`src/rtl/fsm_multi_pkg.sv`:
```
// Shared types and helpers for the fsm_multi controller.
// The arbitration mode is selected by the FSM_MULTI_RR_EN macro.
package fsm_multi_pkg;

  // Supported range for the number of request channels
  localparam int unsigned N_MIN = 2;
  localparam int unsigned N_MAX = 16;

  // Controller states
  typedef enum logic [1:0] {
    ST_IDLE  = 2'd0,
    ST_SERVE = 2'd1,
    ST_GAP   = 2'd2
  } state_e;

  // Bits needed to hold values 0..v-1, never less than one
  function automatic int unsigned width_of(input int unsigned v);
    if (v < 2) begin
      return 1;
    end
    return $clog2(v);
  endfunction

endpackage

```
`src/rtl/fsm_multi_arb.sv`:
```
// Combinational channel picker for fsm_multi.
// FSM_MULTI_RR_EN defined: round-robin search starting after ptr_i.
// FSM_MULTI_RR_EN undefined: fixed priority, lowest asserted index wins.
module fsm_multi_arb
  import fsm_multi_pkg::*;
#(
  parameter int unsigned N  = 2,
  parameter int unsigned IW = width_of(N)
) (
  input  logic [N-1:0]  req_i,
  input  logic [IW-1:0] ptr_i,
  output logic [IW-1:0] idx_c,
  output logic          valid_c
);

  assign valid_c = |req_i;

`ifdef FSM_MULTI_RR_EN
  int unsigned cand;
  logic        found;

  // Walk the channels from ptr+1 around to ptr, take the first request
  always_comb begin
    idx_c = '0;
    cand  = 0;
    found = 1'b0;
    for (int unsigned i = 1; i <= N; i++) begin
      cand = (32'(ptr_i) + i) % N;
      if (!found && req_i[IW'(cand)]) begin
        found = 1'b1;
        idx_c = IW'(cand);
      end
    end
  end
`else
  logic unused_ptr;

  // Pointer has no meaning in fixed-priority mode
  assign unused_ptr = ^ptr_i;

  // Scan from the top down so the lowest asserted index is kept last
  always_comb begin
    idx_c = '0;
    for (int i = int'(N) - 1; i >= 0; i--) begin
      if (req_i[IW'(i)]) begin
        idx_c = IW'(i);
      end
    end
  end
`endif

endmodule

```
`src/rtl/fsm_multi.sv`:
```
// N-channel dwell/guard controller: grants one requesting channel at a
// time, holds it for DWELL cycles, pulses T on clean completion, then
// rests GAP cycles plus one IDLE cycle before the next grant.
// FSM_MULTI_RR_EN selects round-robin arbitration (default: fixed priority).
module fsm_multi
  import fsm_multi_pkg::*;
#(
  parameter int unsigned N     = 2,
  parameter int unsigned DWELL = 4,
  parameter int unsigned GAP   = 1
) (
  input  logic                   CLK,
  input  logic                   RESET,
  input  logic [N-1:0]           M,
  output logic [N-1:0]           C,
  output logic                   T,
  output logic                   BUSY,
  output logic [width_of(N)-1:0] CH
);

  localparam int unsigned IW      = width_of(N);
  localparam int unsigned CNT_MAX = (DWELL > GAP) ? DWELL : GAP;
  localparam int unsigned CW      = width_of(CNT_MAX + 1);

  localparam logic [CW-1:0] DWELL_LOAD = CW'(DWELL - 1);
  localparam logic [CW-1:0] GAP_LOAD   = (GAP > 0) ? CW'(GAP - 1) : '0;

  state_e        state_q, state_d;
  logic [CW-1:0] cnt_q,   cnt_d;
  logic [N-1:0]  c_q,     c_d;
  logic          t_q,     t_d;
  logic          busy_q,  busy_d;
  logic [IW-1:0] ch_q,    ch_d;

  logic [IW-1:0] arb_idx_c;
  logic          arb_valid_c;
  logic [IW-1:0] arb_ptr_c;
  logic          grant_c;
  logic          enter_rest_c;

  fsm_multi_arb #(
    .N  (N),
    .IW (IW)
  ) u_arb (
    .req_i   (M),
    .ptr_i   (arb_ptr_c),
    .idx_c   (arb_idx_c),
    .valid_c (arb_valid_c)
  );

  assign grant_c = (state_q == ST_IDLE) && arb_valid_c;

`ifdef FSM_MULTI_RR_EN
  logic [IW-1:0] ptr_q, ptr_d;

  // Pointer follows every grant, aborted ones included
  assign ptr_d     = grant_c ? arb_idx_c : ptr_q;
  assign arb_ptr_c = ptr_q;

  // Round-robin pointer register
  always_ff @(posedge CLK or posedge RESET) begin
    if (RESET) begin
      ptr_q <= '0;
    end else begin
      ptr_q <= ptr_d;
    end
  end
`else
  assign arb_ptr_c = '0;
`endif

  // Next state, counter and output values
  always_comb begin
    state_d      = state_q;
    cnt_d        = cnt_q;
    c_d          = c_q;
    t_d          = 1'b0;
    ch_d         = ch_q;
    enter_rest_c = 1'b0;

    case (state_q)
      ST_IDLE: begin
        if (grant_c) begin
          state_d = ST_SERVE;
          cnt_d   = DWELL_LOAD;
          c_d     = N'(1) << arb_idx_c;
          ch_d    = arb_idx_c;
        end
      end
      ST_SERVE: begin
        if (!M[ch_q]) begin
          // Granted channel withdrew: drop it without a completion pulse
          c_d          = '0;
          enter_rest_c = 1'b1;
        end else if (cnt_q == '0) begin
          c_d          = '0;
          t_d          = 1'b1;
          enter_rest_c = 1'b1;
        end else begin
          cnt_d = cnt_q - CW'(1);
        end
      end
      ST_GAP: begin
        if (cnt_q == '0) begin
          state_d = ST_IDLE;
        end else begin
          cnt_d = cnt_q - CW'(1);
        end
      end
      default: begin
        state_d = ST_IDLE;
        c_d     = '0;
      end
    endcase

    // Leaving SERVE: guard gap if configured, otherwise straight to IDLE
    if (enter_rest_c) begin
      if (GAP > 0) begin
        state_d = ST_GAP;
        cnt_d   = GAP_LOAD;
      end else begin
        state_d = ST_IDLE;
      end
    end

    busy_d = (state_d != ST_IDLE);
  end

  // State, counter and output registers
  always_ff @(posedge CLK or posedge RESET) begin
    if (RESET) begin
      state_q <= ST_IDLE;
      cnt_q   <= '0;
      c_q     <= '0;
      t_q     <= 1'b0;
      busy_q  <= 1'b0;
      ch_q    <= '0;
    end else begin
      state_q <= state_d;
      cnt_q   <= cnt_d;
      c_q     <= c_d;
      t_q     <= t_d;
      busy_q  <= busy_d;
      ch_q    <= ch_d;
    end
  end

  assign C    = c_q;
  assign T    = t_q;
  assign BUSY = busy_q;
  assign CH   = ch_q;

endmodule

```
`config.mk`:
```
export PLATFORM = sky130hd
export DESIGN_NAME = fsm_multi
export DESIGN_NICKNAME = d
export VERILOG_FILES = /design/src/rtl/fsm_multi_pkg.sv /design/src/rtl/fsm_multi_arb.sv /design/src/rtl/fsm_multi.sv
export SDC_FILE = /design/constraint.sdc
export NUM_CORES = 1
export LEC_CHECK = 0
export BUFFER_PORTS_ARGS = -buffer_cell sky130_fd_sc_hd__buf_2
export CORE_AREA = 2 2 40 42
export DETAILED_ROUTE_END_ITERATION = 12
export DIE_AREA = 0 0 42 44
export SYNTH_ARGS = -nofsm -noshare
export SYNTH_HDL_FRONTEND = slang
export SYNTH_SLANG_ARGS = --single-unit
```
`constraint.sdc`:
```
create_clock -name CLK -period 2.2 [get_ports CLK]
set_clock_uncertainty 0.05 [all_clocks]
set_input_delay 0.11 -clock CLK [delete_from_list [all_inputs] [get_ports CLK]]
set_output_delay 0.11 -clock CLK [all_outputs]
set_load 0.02 [all_outputs]
```
* Word level (Yosys, flattened, before mapping)
Cells that the tools add are included.
** Storage, ports and cells
- Input bits :: 4
- Register bits :: 10
- Output and inout bits :: 5
- Logic and storage cells :: 46
** Operators by class
- Bitwise operators :: 1
- Magnitude comparators :: 1
- Eq/ne operators :: 6
- Shift operators :: 1
- Add/subtract/negate cells :: 1
- Reduce and logical (&&, ||, !) cells :: 9
- Multiplexer cells :: 21
** Operators by type and width (count)
- 2-bit 2-to-1 mux :: 6
- 3-bit 2-to-1 mux :: 4
- 2-bit one-hot mux with 3 select lines :: 2
- 3-bit != test, second input constant :: 3
- 3-bit one-hot mux with 3 select lines :: 1
- 1-bit 2-to-1 mux :: 8
- 3-bit AND reduction :: 2
- 4-bit nonzero test :: 1
- 3-bit zero test :: 1
- 3-bit by 1-bit subtractor with 3-bit output, second input constant :: 1
- 2-bit by 1-bit equality test with 1-bit output, second input constant :: 1
- 2-bit equality test, second input constant :: 1
- 2-bit zero test :: 1
- 1-bit by 2-bit < comparator with 1-bit output, second input constant :: 1
- 2-bit != test, second input constant :: 1
- 2-bit AND reduction :: 1
- 2-bit nonzero test :: 1
- 2-bit OR reduction :: 1
- 1-bit by 1-bit << shifter with 2-bit output, first input constant :: 1
- 1-bit logical AND :: 1
- 1-bit NOT :: 1

* Logic depth before layout (Yosys ltp)
Gate-level depths: netlist of run 1.
- Depth in word-level cells :: 6
- Depth in mapped cells :: 6
- Gate-level depth less buffers :: 6

* Modules after synthesis
Synthesis of run 1 repeated with hierarchy kept, for this count alone.
** Second synthesis, totals
- Cells, all modules :: 67
- Area, all modules :: 656.9 um^2
** By module, submodules not included
- fsm_multi :: seq. area each 250.2 um^2, area an instance 639.4 um^2, times used 1, cells an instance 64
- fsm_multi_arb :: seq. area each 0.0 um^2, area an instance 17.5 um^2, times used 1, cells an instance 3

* Worst setup path after synthesis of run 1
No wires, ideal clock.
- Path type :: flip-flop to flip-flop
- From :: register cnt_q[0]
- To :: register cnt_q[2]
- Slack :: 0.566 ns
- Buffers on the path :: 0
- Period minus slack after synthesis :: 1.634 ns
- Stages on the path, launching flop included :: 7
- Required time :: 2.025 ns
- Library setup time :: 0.125 ns
- Data arrival time :: 1.459 ns
- Cell sequence :: dfrtp_1 > inv_1 > ha_1 > nor2b_2 > a31oi_2 > a21boi_4 > mux2_4
** Between the ends
- Word-level cells in the longest chain between the ends :: 6
- Elaborated cells on any way between the ends :: 13
** RTL lines
- start, declared :: line fsm_multi.sv:29 : logic [CW-1:0] cnt_q, cnt_d;
- start signal, assigned :: line fsm_multi.sv:140 : cnt_q <= cnt_d;
- parallel branches: the longest is 6 deep, another holds 3-bit by 1-bit subtractor with 3-bit output
Parallel ways; which one is timed is not known. The select of a mux whose other input is x is not followed.
A chain may end at the register's enable or synchronous reset.

* Final worst setup path of run 1
Ends and elaborated chain as after synthesis.

==> impl_metrics.py, run 1 <==
metrics = {
    "status": {
        "status": "finished clean",
    },
    "power": {
        "ir_drop_mv": 0.708,
        "finalPower_mw": 0.815,
        "powerDensity_nw_per_um2": 1320,
        "leakage_nw": 0.309,
    },
    "placed_design": {
        "placed_cell_area_um2": 583,
        "place_congestion": 0.805,
        "io_buffer_count": 6,
        "hpwl_um": 746,
    },
    "cts": {
        "clkSinkCount": 8,
        "cts.path.max_buffers": 2,
        "numCtsBuffers": 3,
        "path_clk_slew_ns": 0.05,
        "cts-root-buf": "clkbuf_4",
        "cts_setup_buffers": 0,
        "clkLatencyLatePin_ns": 0.25,
        "tritoncts": "yes",
        "htree_num_levels": 1,
    },
    "die": {
        "initial_core_util": 0.384,
        "core_area_um2": 1420,
        "fp.dieArea_um2": 1850,
        "die_w_um": 42,
        "die_h_um": 44,
        "rows": 14,
        "pin_count": 9,
    },
    "detailed_routing": {
        "drc": 0,
        "vias_per_cell": 5.12,
        "detail_route.iter0.violations": 3,
        "vias": 420,
        "postRouteAntennaNets": 0,
        "drt-total-wl_um": 934,
        "routedWlPerCell_um": 11.4,
        "drt_first_pass_iters": 2,
    },
    "sta": {
        "fmax_ghz": 0.573,
        "setup_violations": 0,
        "hold_slack_ns": 0.107,
        "period_minus_slack_ns": 1.75,
        "final-hold-violation-count": 0,
        "rsz0062_at_grt": "false",
        "finalSetupTns_ns": 0,
        "post-route-period-util": 0.793,
        "drv_slew": 0,
    },
    "logic_synthesis": {
        "ys_ff_latch": 8,
        "ys_types": 27,
        "synthCells": 57,
        "syn_area_per_cell_um2": 9.55,
        "synthesis.area_um2": 544,
        "ys_warn_count": 0,
        "synth-seq-area-share": 0.368,
    },
    "setup_path": {
        "path_depth": 6,
        "reg2reg_setup_slack_ns": 0.45,
        "arrival_ns": 1.83,
        "crit_fanout": 4,
        "rr_startpoint": "cnt_q[0]$_DFFE_PP0P_",
        "cp_slowest_cell": "dfrtp_1",
        "setup.worst_path.start_class": "flop",
        "cpPeakStageDelay_ns": 0.36,
        "endpoint_kind": "flop",
        "timing.critical_path.buf_inv": 1,
        "worstPathRequired_ns": 2.28,
        "path_cells": "inv_1, ha_1, nor2b_2, a31oi_2, a21boi_4, mux2_4",
        "crit_family": "compound AO/OA/AOI/OAI gates",
        "rr_endpoint": "cnt_q[2]$_DFFE_PP0P_",
        "r2r_cells": 6,
        "cp-startpoint": "cnt_q[0]$_DFFE_PP0P_",
        "endpoint": "cnt_q[2]$_DFFE_PP0P_",
        "critPathKind": "reg -> reg",
    },
    "final_layout": {
        "syn_to_final_growth_pct": 13.1,
        "nFillCells": 143,
        "seq_area_um2": 200,
        "stdcell_area_um2": 616,
        "layout_common_cells": "dfrtp_1, ha_1, buf_2, inv_1, nand2_1",
        "drive_above_1_share": 0.242,
        "nNetsFinal": 78,
        "n_antenna_cell": 0,
        "multi_input_area_um2": 307,
        "layout_commonest_cell": "dfrtp_1",
    },
    "run": {
        "cap_violations": 0,
    },
    "hold_path": {
        "min-delay-start": "M[0]",
        "hp-class": "in -> reg",
    },
    "global_routing": {
        "overflow": 0,
        "grt_pass1_vias": 413,
        "grt_pass1_wl_um": 1680,
        "gr-usage-all-layers": 0.125,
        "antenna_found_initial": 0,
        "grt_max_degree": 9,
    },
}
-- what timing repair did --
item / 4_1_cts / 5_1_grt
hold buffers: 1 / 0
gates resized for setup: 0 / 0
hold endpoints to repair: 8 / 0
-- sequential cells by signal (all words and copies together) (netlist names) --
signal	count
BUSY	1
cnt_q	3
state_q	2
C	1
T	1
-- cell type report --
cell class	count	share of cell area
Inverter	7	0.0427
Multi-Input combinational cell	41	0.498
Sequential cell	8	0.325
Tap cell	16	0.0325
Timing Repair Buffer	7	0.0650
Clock buffer	3	0.0366
-- tightest hold or removal path, delay by kind of cell --
kind / cells / cell delay, ns
AND/OR/NAND/NOR: 1 / 0.05
buffers and inverters: 2 / 0.20
-- power by group --
| group | internal, mW | total [mW] | switching, mW |
|---|---|---|---|
| combinational | 0.203 | 0.464 | 0.261 |
| clock | 0.0624 | 0.112 | 0.0492 |
| sequential | 0.207 | 0.240 | 0.0331 |
-- layer usage --
metal,up-vias,track usage,part of all wire
met5,-,0,0
met4,0,0.116,0.018
met3,2,0.0125,0.030
met2,6,0.209,0.49
met1,198,0.139,0.46
li1,214,-,-
-- cell usage after synthesis --
master,number,share of area
mux2_4,1,0.028
o31ai_1,1,0.014
o22ai_1,3,0.034
a21boi_4,1,0.034
a211oi_1,2,0.028
dfrtp_1,8,0.37
inv_2,2,0.014
or3_1,1,0.012
nand2_1,4,0.028
a21oi_2,1,0.016
inv_1,5,0.034
nor3_1,3,0.028
o32a_1,1,0.018
nand2b_1,2,0.023
a21o_1,1,0.014
conb_1,1,0.0069
nor2b_2,1,0.016
nor3b_1,1,0.014
nor2_1,2,0.014
o21ai_0,1,0.0092
buf_4,2,0.028
ha_1,6,0.14
a31oi_2,1,0.023
nand3_1,1,0.0092
a21oi_1,3,0.028
or2_1,1,0.012
nor2b_1,1,0.012
-- worst min path at each step --
stage                                       to  slack [ns]  cells after the start
after floorplan                 BUSY$_DFF_PP0_       -0.12                      1
after global placement    cnt_q[1]$_DFFE_PP0P_        0.03                      2
after detailed placement  cnt_q[2]$_DFFE_PP0P_        0.02                      2
after CTS                          T$_DFF_PP0_        0.09                      3
after global routing               T$_DFF_PP0_        0.13                      3
final                              T$_DFF_PP0_        0.11                      3
-- per-stage QoR --
| step | util | std cells | setup slack [ns] |
|---|---|---|---|
| 2_1_floorplan | - | 58 | 0.566 |
| 3_3_place_gp | 0.411 | 78 | 0.466 |
| 3_5_place_dp | 0.411 | 78 | 0.475 |
| 4_1_cts | 0.434 | 82 | 0.467 |
| 5_1_grt | 0.434 | 82 | 0.351 |
| 6_report | 0.434 | 82 | 0.455 |
-- logic make-up after synthesis --
group,after synthesis,synth area share
compound gates,15,0.218
fa+ha+maj,6,0.138
buf+inv,9,0.0759
flops,8,0.368
mux,1,0.0276
other cells,1,0.00689
simple gates,17,0.166
Power figures use the tool's default switching activity.
==> inputs of run 2 (changes only) <==
==> constraint.sdc (replaced) <==
create_clock -name CLK -period 1.68 [get_ports CLK]
set_clock_uncertainty 0.05 [all_clocks]
set_input_delay 0.084 -clock CLK [delete_from_list [all_inputs] [get_ports CLK]]
set_output_delay 0.084 -clock CLK [all_outputs]
set_load 0.02 [all_outputs]
==> impl_metrics.py, run 2 (same netlist as run 1, synthesis figures left out) <==
metrics = {
    "sta": {
        "finalSetupTns_ns": 0,
        "drv_slew": 0,
        "period_minus_slack_ns": 1.62,
        "post-route-period-util": 0.963,
        "final-hold-violation-count": 0,
        "setup_violations": 0,
        "rsz0062_at_grt": "false",
        "finalWorstSetupSlack_ns": 0.0625,
        "fmax_ghz": 0.618,
    },
    "setup_path": {
        "crit_fanout": 4,
        "setup.worst_path.start_class": "flop",
        "path_cells": "inv_2, ha_2, nor2b_2, a31oi_2, a21boi_4, mux2_4",
        "crit_family": "compound AO/OA/AOI/OAI gates",
        "critPathKind": "reg -> reg",
        "timing.critical_path.buf_inv": 1,
        "cp_slowest_cell": "dfrtp_1",
        "endpoint_kind": "flop",
        "worstPathRequired_ns": 1.78,
        "cpPeakStageDelay_ns": 0.35,
        "arrival_ns": 1.72,
    },
    "detailed_routing": {
        "postRouteAntennaNets": 0,
        "drt-total-wl_um": 1070,
        "detail_route.iter0.violations": 5,
        "drc": 0,
        "vias_per_cell": 4.87,
        "vias": 443,
        "drt_first_pass_iters": 3,
        "routedWlPerCell_um": 11.7,
    },
    "global_routing": {
        "grt_pass1_vias": 420,
        "grt_pass1_wl_um": 1790,
        "overflow": 0,
        "antenna_found_initial": 0,
        "grt_max_degree": 9,
        "gr-usage-all-layers": 0.134,
    },
    "power": {
        "leakage_nw": 0.351,
        "ir_drop_mv": 0.907,
        "powerDensity_nw_per_um2": 1780,
        "finalPower_mw": 1.25,
    },
    "placed_design": {
        "io_buffer_count": 6,
        "hpwl_um": 824,
        "pre_cts_ws_ns": 0.0314,
        "post-place-cells": 86,
        "place_congestion": 0.877,
    },
    "hold_path": {
        "hp-class": "in -> reg",
    },
    "die": {
        "core_area_um2": 1420,
        "fp.dieArea_um2": 1850,
        "die_w_um": 42,
        "initial_core_util": 0.384,
        "die_h_um": 44,
        "rows": 14,
        "pin_count": 9,
    },
    "status": {
        "status": "finished clean",
    },
    "cts": {
        "path_clk_slew_ns": 0.06,
        "numCtsBuffers": 3,
        "cts-root-buf": "clkbuf_4",
        "tritoncts": "yes",
        "clkSinkCount": 8,
        "clkLatencyLatePin_ns": 0.26,
        "htree_num_levels": 1,
        "cts.path.max_buffers": 2,
    },
    "final_layout": {
        "top_register": "cnt_q",
        "largest_reg_flops": 3,
        "syn_to_final_growth_pct": 29.2,
        "final_cells": 91,
        "fin_util": 0.496,
        "layout_commonest_cell": "buf_4",
        "drive_above_1_share": 0.400,
        "layout_common_cells": "buf_4, dfrtp_1, buf_2",
        "n_antenna_cell": 0,
        "reg_top3": "cnt_q: 3 flops, state_q: 2 flops",
        "nNetsFinal": 87,
    },
    "run": {
        "cap_violations": 0,
    },
}
==> run 2: where the power goes <==
| group | internal [mW] | switching (mW) |
|---|---|---|
| clock network | 0.0820 | 0.0696 |
| logic | 0.390 | 0.402 |
| registers | 0.271 | 0.0390 |
==> run 2: layout make-up <==
| class | instances | area (um2) |
|---|---|---|
| Timing Repair Buffer | 16 | 108 |
| Sequential cell | 8 | 200 |
| Tap cell | 16 | 20.0 |
| Multi-Input combinational cell | 41 | 327 |
| Inverter | 7 | 26.3 |
| Fill cell | 134 | 716 |
| Clock buffer | 3 | 22.5 |
==> run 2: layer usage <==
layer | GRT usage | vias up | wire, um
met5 | 0 | - | 0
met4 | 0.0581 | 0 | 19
met3 | 0.0375 | 3 | 37
met2 | 0.222 | 7 | 529
met1 | 0.162 | 200 | 481
li1 | - | 233 | -
==> run 2: worst paths after layout <==
kind	start	endpoint	slack [ns]	cells after the start
max in group asynchronous	RESET	state_q[1]$_DFF_PP0_	1.08	3
max reg2reg	cnt_q[0]$_DFFE_PP0P_	cnt_q[2]$_DFFE_PP0P_	0.06	6
min reg2reg	C[0]$_DFFE_PP0P_	C[0]$_DFFE_PP0P_	0.45	1
max	cnt_q[0]$_DFFE_PP0P_	cnt_q[2]$_DFFE_PP0P_	0.06	6
min in group asynchronous	RESET	cnt_q[0]$_DFFE_PP0P_	0.26	3
min	M[0]	T$_DFF_PP0_	0.08	3
==> run 2: tightest hold or removal path: stages <==
cell	delay, ns
buf_2	0.13
inv_2	0.08
nor3_1	0.06
==> run 2: stage by stage <==
step           hold WS, ns  cell area, um2
6_report            0.0828             703
3_5_place_dp       0.00181             643
5_1_grt             0.0993             703
4_1_cts             0.0830             676
2_1_floorplan       -0.150             548
3_3_place_gp     -0.000510             643
==> run 2: timing repair <==
action,4_1_cts,5_1_grt
resized for setup,0,6
setup buffers,0,1
hold buffers,1,0
endpoints found under the hold margin,8,0
setup endpoints to repair,0,3
==> inputs of run 3 (changes only) <==
==> constraint.sdc (replaced) <==
create_clock -name CLK -period 1.3 [get_ports CLK]
set_clock_uncertainty 0.05 [all_clocks]
set_input_delay 0.065 -clock CLK [delete_from_list [all_inputs] [get_ports CLK]]
set_output_delay 0.065 -clock CLK [all_outputs]
set_load 0.02 [all_outputs]
==> impl_metrics.py, run 3 (same netlist as run 1, synthesis figures left out) <==
metrics = {
    "sta": {
        "fmax_ghz": 0.633,
        "post-route-period-util": 1.22,
        "final-hold-violation-count": 0,
        "rsz0062_at_grt": "true",
        "hold_slack_ns": 0.117,
        "finalWorstSetupSlack_ns": -0.281,
        "period_minus_slack_ns": 1.58,
        "setup_violations": 6,
        "drv_slew": 0,
    },
    "global_routing": {
        "grt_pass1_wl_um": 2150,
        "grt_pass1_vias": 481,
        "gr-usage-all-layers": 0.163,
        "antenna_found_initial": 0,
        "grt_max_degree": 9,
        "overflow": 0,
    },
    "final_layout": {
        "drive_above_1_share": 0.588,
        "reg_top3": "cnt_q: 3 flops, state_q: 2 flops",
        "nNetsFinal": 97,
        "top_register": "cnt_q",
        "fin_util": 0.615,
        "multi_input_area_um2": 417,
        "n_antenna_cell": 0,
        "layout_common_cells": "buf_4, dfrtp_1, buf_2, inv_2",
        "syn_to_final_growth_pct": 60.2,
        "layout_commonest_cell": "buf_4",
        "largest_reg_flops": 3,
        "nFillCells": 112,
        "seq_area_um2": 201,
        "final_cells": 101,
    },
    "run": {
        "cap_violations": 0,
    },
    "setup_path": {
        "crit_family": "flip-flops",
        "cp_slowest_cell": "dfrtp_1",
        "crit_fanout": 4,
        "path_cells": "inv_2, ha_4, inv_4, a31oi_4, a21boi_4, mux2_4",
        "endpoint_kind": "flop",
        "cpPeakStageDelay_ns": 0.42,
        "setup.worst_path.start_class": "flop",
        "critPathKind": "reg -> reg",
        "timing.critical_path.buf_inv": 2,
        "arrival_ns": 1.68,
        "worstPathRequired_ns": 1.40,
    },
    "status": {
        "status": "finished with violations",
        "violations": "negative setup slack",
    },
    "cts": {
        "clkSinkCount": 8,
        "cts-root-buf": "clkbuf_4",
        "path_clk_slew_ns": 0.06,
        "clkLatencyLatePin_ns": 0.26,
        "numCtsBuffers": 3,
        "cts.path.max_buffers": 2,
        "htree_num_levels": 1,
        "tritoncts": "yes",
    },
    "die": {
        "fp.dieArea_um2": 1850,
        "die_w_um": 42,
        "core_area_um2": 1420,
        "die_h_um": 44,
        "pin_count": 9,
        "initial_core_util": 0.384,
        "rows": 14,
    },
    "detailed_routing": {
        "vias": 506,
        "drt-total-wl_um": 1320,
        "drc": 0,
        "postRouteAntennaNets": 0,
        "vias_per_cell": 5.01,
        "routedWlPerCell_um": 13.0,
        "detail_route.iter0.violations": 12,
        "drt_first_pass_iters": 4,
    },
    "hold_path": {
        "hp-class": "in -> reg",
    },
    "power": {
        "leakage_nw": 0.414,
        "powerDensity_nw_per_um2": 2390,
        "ir_drop_mv": 1.30,
    },
    "placed_design": {
        "post-place-cells": 91,
        "place_congestion": 0.767,
        "hpwl_um": 929,
        "io_buffer_count": 6,
    },
}
## run 3: layout make-up
cell class,count,area share
well taps,16,0.0230
repair buffers,26,0.209
clock buffers,3,0.0258
flip-flops and latches,8,0.231
inverters,7,0.0330
multi-input cells,41,0.478
## run 3: power breakdown
group          switching [mW]  internal, mW  total [mW]  leakage (nW)
Sequential             0.0733         0.354       0.427        0.0979
Clock                  0.0939         0.106       0.200        0.0138
Combinational           0.671         0.789        1.46         0.303
Total                   0.838          1.25        2.09         0.414
## run 3: metrics by stage
step | TNS, ns | worst slack (ns) | area [um2] | power [mW]
floorplan | -0.543 | -0.246 | 596 | 1.16
global placement | -1.20 | -0.278 | 728 | 1.53
detailed placement | -1.29 | -0.316 | 728 | 1.55
CTS | -0.951 | -0.266 | 812 | 1.91
global route | -1.55 | -0.325 | 872 | 2.24
finish | -1.12 | -0.281 | 872 | 2.09
## run 3: worst paths after layout
kind / startpoint / depth (start not counted) / slack [ns] / endpoint
setup / recovery: state_q[1]$_DFF_PP0_ / 6 / -0.28 / cnt_q[2]$_DFFE_PP0P_
hold / removal: M[0] / 3 / 0.12 / T$_DFF_PP0_
setup reg to reg: state_q[1]$_DFF_PP0_ / 6 / -0.28 / cnt_q[2]$_DFFE_PP0P_
hold reg to reg: C[0]$_DFFE_PP0P_ / 1 / 0.46 / C[0]$_DFFE_PP0P_
max in group asynchronous: RESET / 3 / 0.69 / state_q[0]$_DFF_PP0_
min in group asynchronous: RESET / 3 / 0.24 / BUSY$_DFF_PP0_
## run 3: routing by layer
layer | vias to the layer above | track usage | part of all wire
li1 | 252 | - | -
met1 | 237 | 0.180 | 0.45
met2 | 17 | 0.284 | 0.50
met3 | 0 | 0.0792 | 0.058
met4 | 0 | 0.0387 | 0
met5 | - | 0 | 0
## run 3: worst register-to-register path, stage by stage, from the launching register on
cell,delay [ns]
dfrtp_1,0.42
inv_2,0.11
ha_4,0.16
inv_4,0.04
a31oi_4,0.17
a21boi_4,0.22
mux2_4,0.30
## run 3: repair_timing
item                                    in CTS  in global routing
endpoints found under the hold margin        8                  0
buffers inserted                             3                  3
endpoints found under the setup margin       7                  7
pin swaps                                    2                  3
resized for setup                            8                  7
hold buffers                                 1                  0
